<file path="src/rtl/qtile_row_packer.sv">
// Tile row packer: latches a per-row scale set, packs one quantized tile from a lane
// stream into a row buffer, then replays it row by row with each row's scale.
module qtile_row_packer #(
  parameter int unsigned BIT_NUM   = 8,
  parameter int unsigned MAT_SIZE  = 16,
  parameter int unsigned FP_DATA_W = 32,
  parameter int unsigned FP_EXP_W  = 8,
  parameter int unsigned FP_MANT_W = 23,
  parameter int unsigned LANES_NUM = 16,
  localparam int unsigned ROW_W    = (MAT_SIZE > 1) ? $clog2(MAT_SIZE) : 1
) (
  input  logic                          clk,
  input  logic                          rst,
  input  logic                          scl_valid_i,
  output logic                          scl_ready_o,
  input  logic [FP_MANT_W*MAT_SIZE-1:0] mant_scale_i,
  input  logic [FP_EXP_W*MAT_SIZE-1:0]  exp_scale_i,
  input  logic                          s_valid_i,
  output logic                          s_ready_o,
  input  logic [LANES_NUM*FP_DATA_W-1:0] s_data_i,
  output logic                          r_valid_o,
  input  logic                          r_ready_i,
  output logic [MAT_SIZE*BIT_NUM-1:0]   r_data_o,
  output logic [FP_MANT_W-1:0]          r_mant_o,
  output logic [FP_EXP_W-1:0]           r_exp_o,
  output logic [ROW_W-1:0]              r_idx_o,
  output logic                          r_last_o,
  output logic                          tile_done_o,
  output logic                          ovf_err_o
);

  localparam int unsigned ELEMS    = MAT_SIZE * MAT_SIZE;
  localparam int unsigned IN_BEATS = (ELEMS + LANES_NUM - 1) / LANES_NUM;
  localparam int unsigned BEAT_W   = (IN_BEATS > 1) ? $clog2(IN_BEATS) : 1;
  localparam int unsigned EIDX_W   = (ELEMS > 1) ? $clog2(ELEMS) : 1;
  localparam int unsigned ROW_BITS = MAT_SIZE * BIT_NUM;
  localparam int unsigned EXT_W    = FP_DATA_W - BIT_NUM + 1;

  typedef enum logic [1:0] {
    S_SCALE   = 2'd0,
    S_COLLECT = 2'd1,
    S_DRAIN   = 2'd2
  } state_t;

  state_t                        state_q, state_d;
  logic [BEAT_W-1:0]             beat_q, beat_d;
  logic [ROW_W-1:0]              row_q, row_d;
  logic                          ovf_q, ovf_d;
  logic                          done_q, done_d;

  logic [BIT_NUM-1:0]            elem_q [ELEMS];
  logic [FP_MANT_W*MAT_SIZE-1:0] mant_q;
  logic [FP_EXP_W*MAT_SIZE-1:0]  exp_q;
  logic [ROW_BITS-1:0]           hold_data_q;
  logic [FP_MANT_W-1:0]          hold_mant_q;
  logic [FP_EXP_W-1:0]           hold_exp_q;

  logic                          scl_fire, s_fire;
  logic [LANES_NUM-1:0]          lane_we, lane_bad;
  logic [EIDX_W-1:0]             lane_idx [LANES_NUM];
  logic [BIT_NUM-1:0]            lane_val [LANES_NUM];
  logic [EXT_W-1:0]              lane_ext [LANES_NUM];
  logic [ROW_BITS-1:0]           row_data;
  logic [FP_MANT_W-1:0]          cur_mant;
  logic [FP_EXP_W-1:0]           cur_exp;

  // Handshakes are decoded from state only, so they are mutually exclusive
  assign scl_ready_o = (state_q == S_SCALE);
  assign s_ready_o   = (state_q == S_COLLECT);
  assign r_valid_o   = (state_q == S_DRAIN);
  assign scl_fire    = scl_ready_o & scl_valid_i;
  assign s_fire      = s_ready_o & s_valid_i;

  // Per-lane element index, narrowed value and sign-extension range check
  always_comb begin
    for (int l = 0; l < LANES_NUM; l++) begin
      lane_idx[l] = EIDX_W'(32'(beat_q) * LANES_NUM + 32'(l));
      lane_val[l] = s_data_i[l*FP_DATA_W +: BIT_NUM];
      lane_ext[l] = s_data_i[l*FP_DATA_W + BIT_NUM - 1 +: EXT_W];
      lane_we[l]  = s_fire && ((32'(beat_q) * LANES_NUM + 32'(l)) < ELEMS);
      lane_bad[l] = lane_we[l] && (lane_ext[l] != '0) && (lane_ext[l] != '1);
    end
  end

  // Current row view selected by the row counter
  always_comb begin
    row_data = '0;
    for (int c = 0; c < MAT_SIZE; c++) begin
      row_data[c*BIT_NUM +: BIT_NUM] = elem_q[EIDX_W'(32'(row_q) * MAT_SIZE + 32'(c))];
    end
    cur_mant = mant_q[32'(row_q)*FP_MANT_W +: FP_MANT_W];
    cur_exp  = exp_q[32'(row_q)*FP_EXP_W +: FP_EXP_W];
  end

  // Outside the drain phase the last replayed row is presented unchanged
  assign r_data_o    = r_valid_o ? row_data : hold_data_q;
  assign r_mant_o    = r_valid_o ? cur_mant : hold_mant_q;
  assign r_exp_o     = r_valid_o ? cur_exp  : hold_exp_q;
  assign r_idx_o     = row_q;
  assign r_last_o    = r_valid_o && (row_q == ROW_W'(MAT_SIZE - 1));
  assign tile_done_o = done_q;
  assign ovf_err_o   = ovf_q;

  // Next-state logic for scale -> collect -> drain sequencing
  always_comb begin
    state_d = state_q;
    beat_d  = beat_q;
    row_d   = row_q;
    ovf_d   = ovf_q | (|lane_bad);
    done_d  = 1'b0;
    case (state_q)
      S_SCALE: begin
        if (scl_valid_i) state_d = S_COLLECT;
      end
      S_COLLECT: begin
        if (s_valid_i) begin
          if (beat_q == BEAT_W'(IN_BEATS - 1)) begin
            beat_d  = '0;
            state_d = S_DRAIN;
          end else begin
            beat_d = beat_q + BEAT_W'(1);
          end
        end
      end
      S_DRAIN: begin
        if (r_ready_i) begin
          if (row_q == ROW_W'(MAT_SIZE - 1)) begin
            row_d   = '0;
            done_d  = 1'b1;
            state_d = S_SCALE;
          end else begin
            row_d = row_q + ROW_W'(1);
          end
        end
      end
      default: state_d = S_SCALE;
    endcase
  end

  // Control state with synchronous reset
  always_ff @(posedge clk) begin
    if (rst) begin
      state_q <= S_SCALE;
      beat_q  <= '0;
      row_q   <= '0;
      ovf_q   <= 1'b0;
      done_q  <= 1'b0;
    end else begin
      state_q <= state_d;
      beat_q  <= beat_d;
      row_q   <= row_d;
      ovf_q   <= ovf_d;
      done_q  <= done_d;
    end
  end

  // Scale latch, row buffer writes and last-row snapshot (contents need no reset)
  always_ff @(posedge clk) begin
    if (scl_fire) begin
      mant_q <= mant_scale_i;
      exp_q  <= exp_scale_i;
    end
    for (int l = 0; l < LANES_NUM; l++) begin
      if (lane_we[l]) elem_q[lane_idx[l]] <= lane_val[l];
    end
    if (done_d) begin
      hold_data_q <= row_data;
      hold_mant_q <= cur_mant;
      hold_exp_q  <= cur_exp;
    end
  end

endmodule

</file>
<file path="config.mk">
export PLATFORM = sky130hd
export DESIGN_NAME = qtile_row_packer
export DESIGN_NICKNAME = d
export VERILOG_FILES = /design/src/rtl/qtile_row_packer.sv
export SDC_FILE = /design/constraint.sdc
export NUM_CORES = 2
export LEC_CHECK = 0
export ABC_CLOCK_PERIOD_IN_PS = 12100
export CAP_MARGIN = 20
export CORE_UTILIZATION = 51
export DETAILED_ROUTE_END_ITERATION = 8
export GPL_TIMING_DRIVEN = 0
export PLACE_DENSITY = 0.86
export SKIP_CTS_REPAIR_TIMING = 1
export SYNTH_ARGS = -nofsm -noshare
export SYNTH_HDL_FRONTEND = slang
export SYNTH_SLANG_ARGS = --single-unit
</file>
<file path="constraint.sdc">
create_clock -name clk -period 12.1 [get_ports clk]
set_input_delay 1.21 -clock clk [delete_from_list [all_inputs] [get_ports clk]]
set_output_delay 1.21 -clock clk [all_outputs]
set_load 0.005 [all_outputs]
</file>
==> results of run 1 <==
## metal layers
metal	GRT overflow	global-route usage [%]
met1	0	41.6
met2	0	54.5
met3	0	13.5
met4	1	23.8
met5	0	0.299
## metrics by stage
| step | cell area, µm² | setup WS, ns | utilization (%) | hold WS (ns) |
|---|---|---|---|---|
| after floorplan | 105000 | 0.990 | - | 0.442 |
| after global placement | 120000 | -11.70 | 58.7 | 0.444 |
| after detailed placement | 123000 | 5.26 | 60.3 | 0.452 |
| after CTS | 132000 | 5.22 | 64.7 | 0.459 |
## kinds of logic after synthesis
group	count (synthesis)	synth area share (%)
simple gates	352	1.86
flops	2719	77.8
xor+xnor	4	0.0334
buf+inv	203	1.00
mux	954	19.1
compound gates	25	0.149
fa+ha+maj	5	0.0597
==> reports/qor.txt, run 1 <==
PLACEMENT
-----------------------------------------------------------------------
Routability congestion estimate                                    1.00
Placed cells                                                       8327
Detailed-placement wirelength estimate                           240 mm
Number of I/O port buffers                                         1181

FLOORPLANNING
-----------------------------------------------------------------------
Die boundary height                                              455 µm
Floorplan die width                                              455 µm
Initial Utilization                                               51.3%
Row Count                                                           166
Io pins                                                            1182

CLOCKING
-----------------------------------------------------------------------
CTS max path bufs                                                     4
CTS sink count                                                     2719
Buffer type at the clock tree root                         sky130_fd_sc_hd__clkbuf_16
CTS HTree Levels                                                      5
Total CTS buffers                                                   285

GLOBAL ROUTING
-----------------------------------------------------------------------
First-pass GRT wire length                                       492 mm
Vias in the first global route                                    64395
Total congestion overflow                                             1
Largest net degree at the start of global routing                    80
Global-route usage over all layers                                35.5%

OUTCOME
-----------------------------------------------------------------------
Halt Reason                                                [ERROR GRT-0116] Global routing finished with congestion. Check the congestion regions in the DRC Viewer.
Run status                                                 aborted with a tool error
Last flow stage reached                                    global routing

SYNTHESIS
-----------------------------------------------------------------------
Cell with the most instances after synthesis               sky130_fd_sc_hd__edfxtp_1
Post-synth EDFFs                                                   2703
Sequential fraction of the synthesis area                         77.8%
Top cells by count, synth                                  2703 x sky130_fd_sc_hd__edfxtp_1, 795 x sky130_fd_sc_hd__mux4_2, 115 x sky130_fd_sc_hd__clkbuf_1
Count of state elements after synthesis                            2719
Synthesized cell area                                        105000 µm²
Share of flip-flops with an asynchronous set or reset                0%
Mean instance size in the synthesized netlist                  24.6 µm²
Synth cell types                                                     32
Yosys warning count                                                   0
Biggest area contributors in the synthesized netlist       sky130_fd_sc_hd__edfxtp_1 77%, sky130_fd_sc_hd__mux4_2 17%, sky130_fd_sc_hd__mux2_4 1.3%
Area share of the largest cell type after synthesis               77.5%
Net count after synthesis                                          5280
Count of mapped cells out of synthesis                             4262
Commonest register cell after synthesis                    sky130_fd_sc_hd__edfxtp_1
Cell type with the highest aggregate area in the netlist   sky130_fd_sc_hd__edfxtp_1

==> inputs of run 2 (changes only) <==
--- a/config.mk
+++ b/config.mk
@@ -5,12 +5,12 @@
 export SDC_FILE = /design/constraint.sdc
 export NUM_CORES = 2
 export LEC_CHECK = 0
-export ABC_CLOCK_PERIOD_IN_PS = 12100
+export ABC_CLOCK_PERIOD_IN_PS = 15700
 export CAP_MARGIN = 20
-export CORE_UTILIZATION = 51
+export CORE_UTILIZATION = 40
 export DETAILED_ROUTE_END_ITERATION = 8
 export GPL_TIMING_DRIVEN = 0
-export PLACE_DENSITY = 0.86
+export PLACE_DENSITY_LB_ADDON = 0.15
 export SKIP_CTS_REPAIR_TIMING = 1
 export SYNTH_ARGS = -nofsm -noshare
 export SYNTH_HDL_FRONTEND = slang
==> constraint.sdc (replaced) <==
create_clock -name clk -period 15.7 [get_ports clk]
set_input_delay 1.57 -clock clk [delete_from_list [all_inputs] [get_ports clk]]
set_output_delay 1.57 -clock clk [all_outputs]
set_load 0.005 [all_outputs]
==> run 2 against run 1 <==
  * The flow now finishes without violations
  * Synthesized cell count is the same
  * Area after synthesis unchanged
==> reports/qor.txt, run 2 <==
OUTCOME
----------------------------------------------------------------------------------------------------
Run status                                                                                 completed

SETUP PATH
----------------------------------------------------------------------------------------------------
Most numerous cell on the critical path                                                 sky130_fd_sc_hd__mux4_2
Cell Chain, Critical Path                                                               clkbuf_1 -> buf_8 -> clkbuf_2 -> buf_1 -> mux4_2 -> mux4_2 -> mux2_4 -> clkdlybuf4s50_1
Worst stage delay on the critical path                                                       0.83 ns
Largest delay contributor family on the critical path                                   buffers and inverters
Required arrival time at the worst endpoint                                                 14.13 ns
Data arrival time of the critical path                                                       5.79 ns
Cell depth of the worst flop-to-flop path                                                          7
Setup Crit Path Kind                                                                    flip-flop to output port
Startpoint of the lowest-slack register-to-register path                                  r_idx_o[1]
Cell type of the slowest stage on the worst timing path                                 sky130_fd_sc_hd__buf_1
Reg-to-reg critical path endpoint                                                       hold_data_q[31]
Internal reg-to-reg setup slack                                                             11.35 ns
Nature of the critical path endpoint                                                     output port
Maximum fanout along the worst path                                                               11
Critical path launch point type                                                            flip-flop
Number of buffer and inverter stages on the critical path                                          5

ROUTE
----------------------------------------------------------------------------------------------------
Routed length per placed instance                                                            34.3 µm
DRC violations left                                                                                0
DRT antenna net count                                                                              0
Final Routed Wirelength                                                                       335 mm
Vias per cell                                                                                   5.59
Total vias in the final route                                                                  54611
Number of detailed-routing iterations run before antenna repair                                    7
DR iter-0 viols                                                                                 5722

CLOCKING
----------------------------------------------------------------------------------------------------
Clock tree from TritonCTS                                                                       done
Clock-pin slew reported for the worst setup and hold paths after clock tree synthesis        0.06 ns
CTS max path bufs                                                                                  4
CTS HTree Levels                                                                                   5
Insertion delay of the later-clocked pin in the worst-skew pair                              0.94 ns
CTS sink count                                                                                  2719
Buffer type at the clock tree root                                                      sky130_fd_sc_hd__clkbuf_16
Total CTS buffers                                                                                307

SYNTHESIS
----------------------------------------------------------------------------------------------------
Cell with the most instances after synthesis                                            sky130_fd_sc_hd__edfxtp_1
Mean instance size in the synthesized netlist                                               24.6 µm²
Sequential fraction of the synthesis area                                                      77.8%
Cell type with the highest aggregate area in the netlist                                sky130_fd_sc_hd__edfxtp_1
Net count after synthesis                                                                       5280
Area share of the largest cell type after synthesis                                            77.5%
Biggest area contributors in the synthesized netlist                                    sky130_fd_sc_hd__edfxtp_1 77%, sky130_fd_sc_hd__mux4_2 17%, sky130_fd_sc_hd__mux2_4 1.3%
Yosys warning count                                                                                0
Count of state elements after synthesis                                                         2719
Synth cell types                                                                                  32
Commonest register cell after synthesis                                                 sky130_fd_sc_hd__edfxtp_1
Post-synth EDFFs                                                                                2703
Count of mapped cells out of synthesis                                                          4262
Top cells by count, synth                                                               2703 x sky130_fd_sc_hd__edfxtp_1, 795 x sky130_fd_sc_hd__mux4_2, 115 x sky130_fd_sc_hd__clkbuf_1
Share of flip-flops with an asynchronous set or reset                                             0%
Synthesized cell area                                                                     105000 µm²

TIMING
----------------------------------------------------------------------------------------------------
Share of the clock period used by the worst path after layout                                  46.9%
Final setup skew                                                                           0.0845 ns
Count of final max-slew check failures                                                             0
Count of final hold-check violations                                                               0
Slew of the pin with the lowest slew margin                                                  1.14 ns
Slew Limit Headroom                                                                            24.0%
Achievable clock frequency                                                                   136 MHz
Unrepaired setup endpoints after global routing                                                   no
Setup_tns                                                                                       0 ns
Number of failing setup endpoints in the final timing report                                       0
Clock period minus worst slack                                                               7.36 ns

POWER
----------------------------------------------------------------------------------------------------
Lkg Pwr                                                                                      41.4 nW
Maximum vdd ir drop                                                                         0.115 mV
Power per cell area                                                                       118 nW/µm²

CELLS AND AREA
----------------------------------------------------------------------------------------------------
Fraction of layout cells with a size suffix above 1                                            27.0%
Post-layout instance area                                                                 134000 µm²
Commonest cells after routing, fill and taps aside                                      2703 x sky130_fd_sc_hd__edfxtp_1, 1181 x sky130_fd_sc_hd__clkdlybuf4s50_1, 795 x sky130_fd_sc_hd__mux4_2
Count of placed standard cells in the final layout, fillers left out                            9768
Fillers                                                                                        20390
Most common cell after layout, fill and taps aside                                      sky130_fd_sc_hd__edfxtp_1
Area added between synthesis and finish                                                        28.3%
Largest register FFs                                                                            2048
Nets                                                                                            7010
Area of combinational cells with multiple inputs                                           22400 µm²
FF/Latch Area                                                                              81500 µm²

FLOORPLANNING
----------------------------------------------------------------------------------------------------
Area of the die                                                                           264000 µm²
Initial Utilization                                                                            40.3%
Die boundary height                                                                           514 µm
Io pins                                                                                         1182
Row Count                                                                                        187
Standard cell core area                                                                   260000 µm²
Floorplan die width                                                                           514 µm

HOLD PATH
----------------------------------------------------------------------------------------------------
Terminating pin of the worst hold path                                                     beat_q[1]
Worst min-delay path startpoint                                                            beat_q[1]
Hold path cells                                                                                    2
Worst Hold Class                                                                        flip-flop to flip-flop

RUN
----------------------------------------------------------------------------------------------------
Max Cap Violations                                                                                 0

GLOBAL ROUTING
----------------------------------------------------------------------------------------------------
Global-route usage over all layers                                                             25.3%
First-pass GRT wire length                                                                    457 mm
Largest net degree at the start of global routing                                                 74
Number of antenna violations at the first check in global routing                                104
Vias in the first global route                                                                 55831
Total congestion overflow                                                                          0

PLACEMENT
----------------------------------------------------------------------------------------------------
Number of I/O port buffers                                                                      1181
Detailed-placement wirelength estimate                                                        242 mm
Placed cells                                                                                    9176
Routability congestion estimate                                                                0.829
Placed Area                                                                               125000 µm²

## run 2: layout make-up
type | count | area share (%)
timing repair buffer | 1421 | 11.7
sequential | 2719 | 60.6
clock buffer | 381 | 6.00
antenna | 61 | 0.114
inverter | 3 | 0.00838
clock inverter | 147 | 0.825
tap | 3496 | 3.25
buffer | 200 | 0.789
multi-input combinational | 1340 | 16.6
## run 2: cells by family after synthesis
family,synth area share (%)
buffers and inverters,1.00
XOR/XNOR,0.0334
multiplexers,19.1
AO/OA/AOI/OAI,0.149
adder cells (fa/ha/maj),0.0597
AND/OR/NAND/NOR,1.86
flip-flops,77.8
## run 2: power breakdown
group	internal [W]	switching [W]	leakage, nW	total, W
registers	0.00815	0.0000399	24.7	0.00819
logic	0.000518	0.000461	12.2	0.000979
clock network	0.00387	0.00283	4.49	0.00671
## run 2: metal layers
metal | vias to the layer above | GRT usage [%] | share of wire, %
met5 | - | 0 | 0.083
met4 | 44 | 7.50 | 2.7
met3 | 507 | 4.95 | 6.9
met2 | 2189 | 42.1 | 50
met1 | 29568 | 33.8 | 40
li1 | 22303 | - | -
## run 2: worst max path at each step
stage / start / end / slack (ns) / cells past startpoint
global placement: s_valid_i / elem_q[38][5] / -10.47 / 5
floorplan: scl_valid_i / exp_q[0] / 2.05 / 1
global route: r_idx_o[1] / r_data_o[31] / 8.27 / 9
CTS: r_idx_o[1] / r_data_o[31] / 8.26 / 9
finish: r_idx_o[1] / r_exp_o[4] / 8.34 / 8
detailed placement: s_data_i[295] / ovf_err_o / 8.96 / 8
## run 2: metrics by stage
stage               hold slack, ns  total power (W)  setup WS [ns]  utilization (%)
CTS                          0.528           0.0160           8.26             51.6
global placement             0.512          0.00939         -10.47             46.5
detailed placement           0.519          0.00933           8.96             48.1
finish                       0.530           0.0159           8.34             51.7
floorplan                    0.442          0.00878           2.05                -
global route                 0.570           0.0163           8.27             51.7
## run 2: worst min-delay path, delay by kind of cell, from the launching register on
family,cells,cell delay [ns]
compound gates,1,0.06
flops,1,0.35
simple gates,1,0.07
No activity file was read; power rests on OpenSTA's default activity.
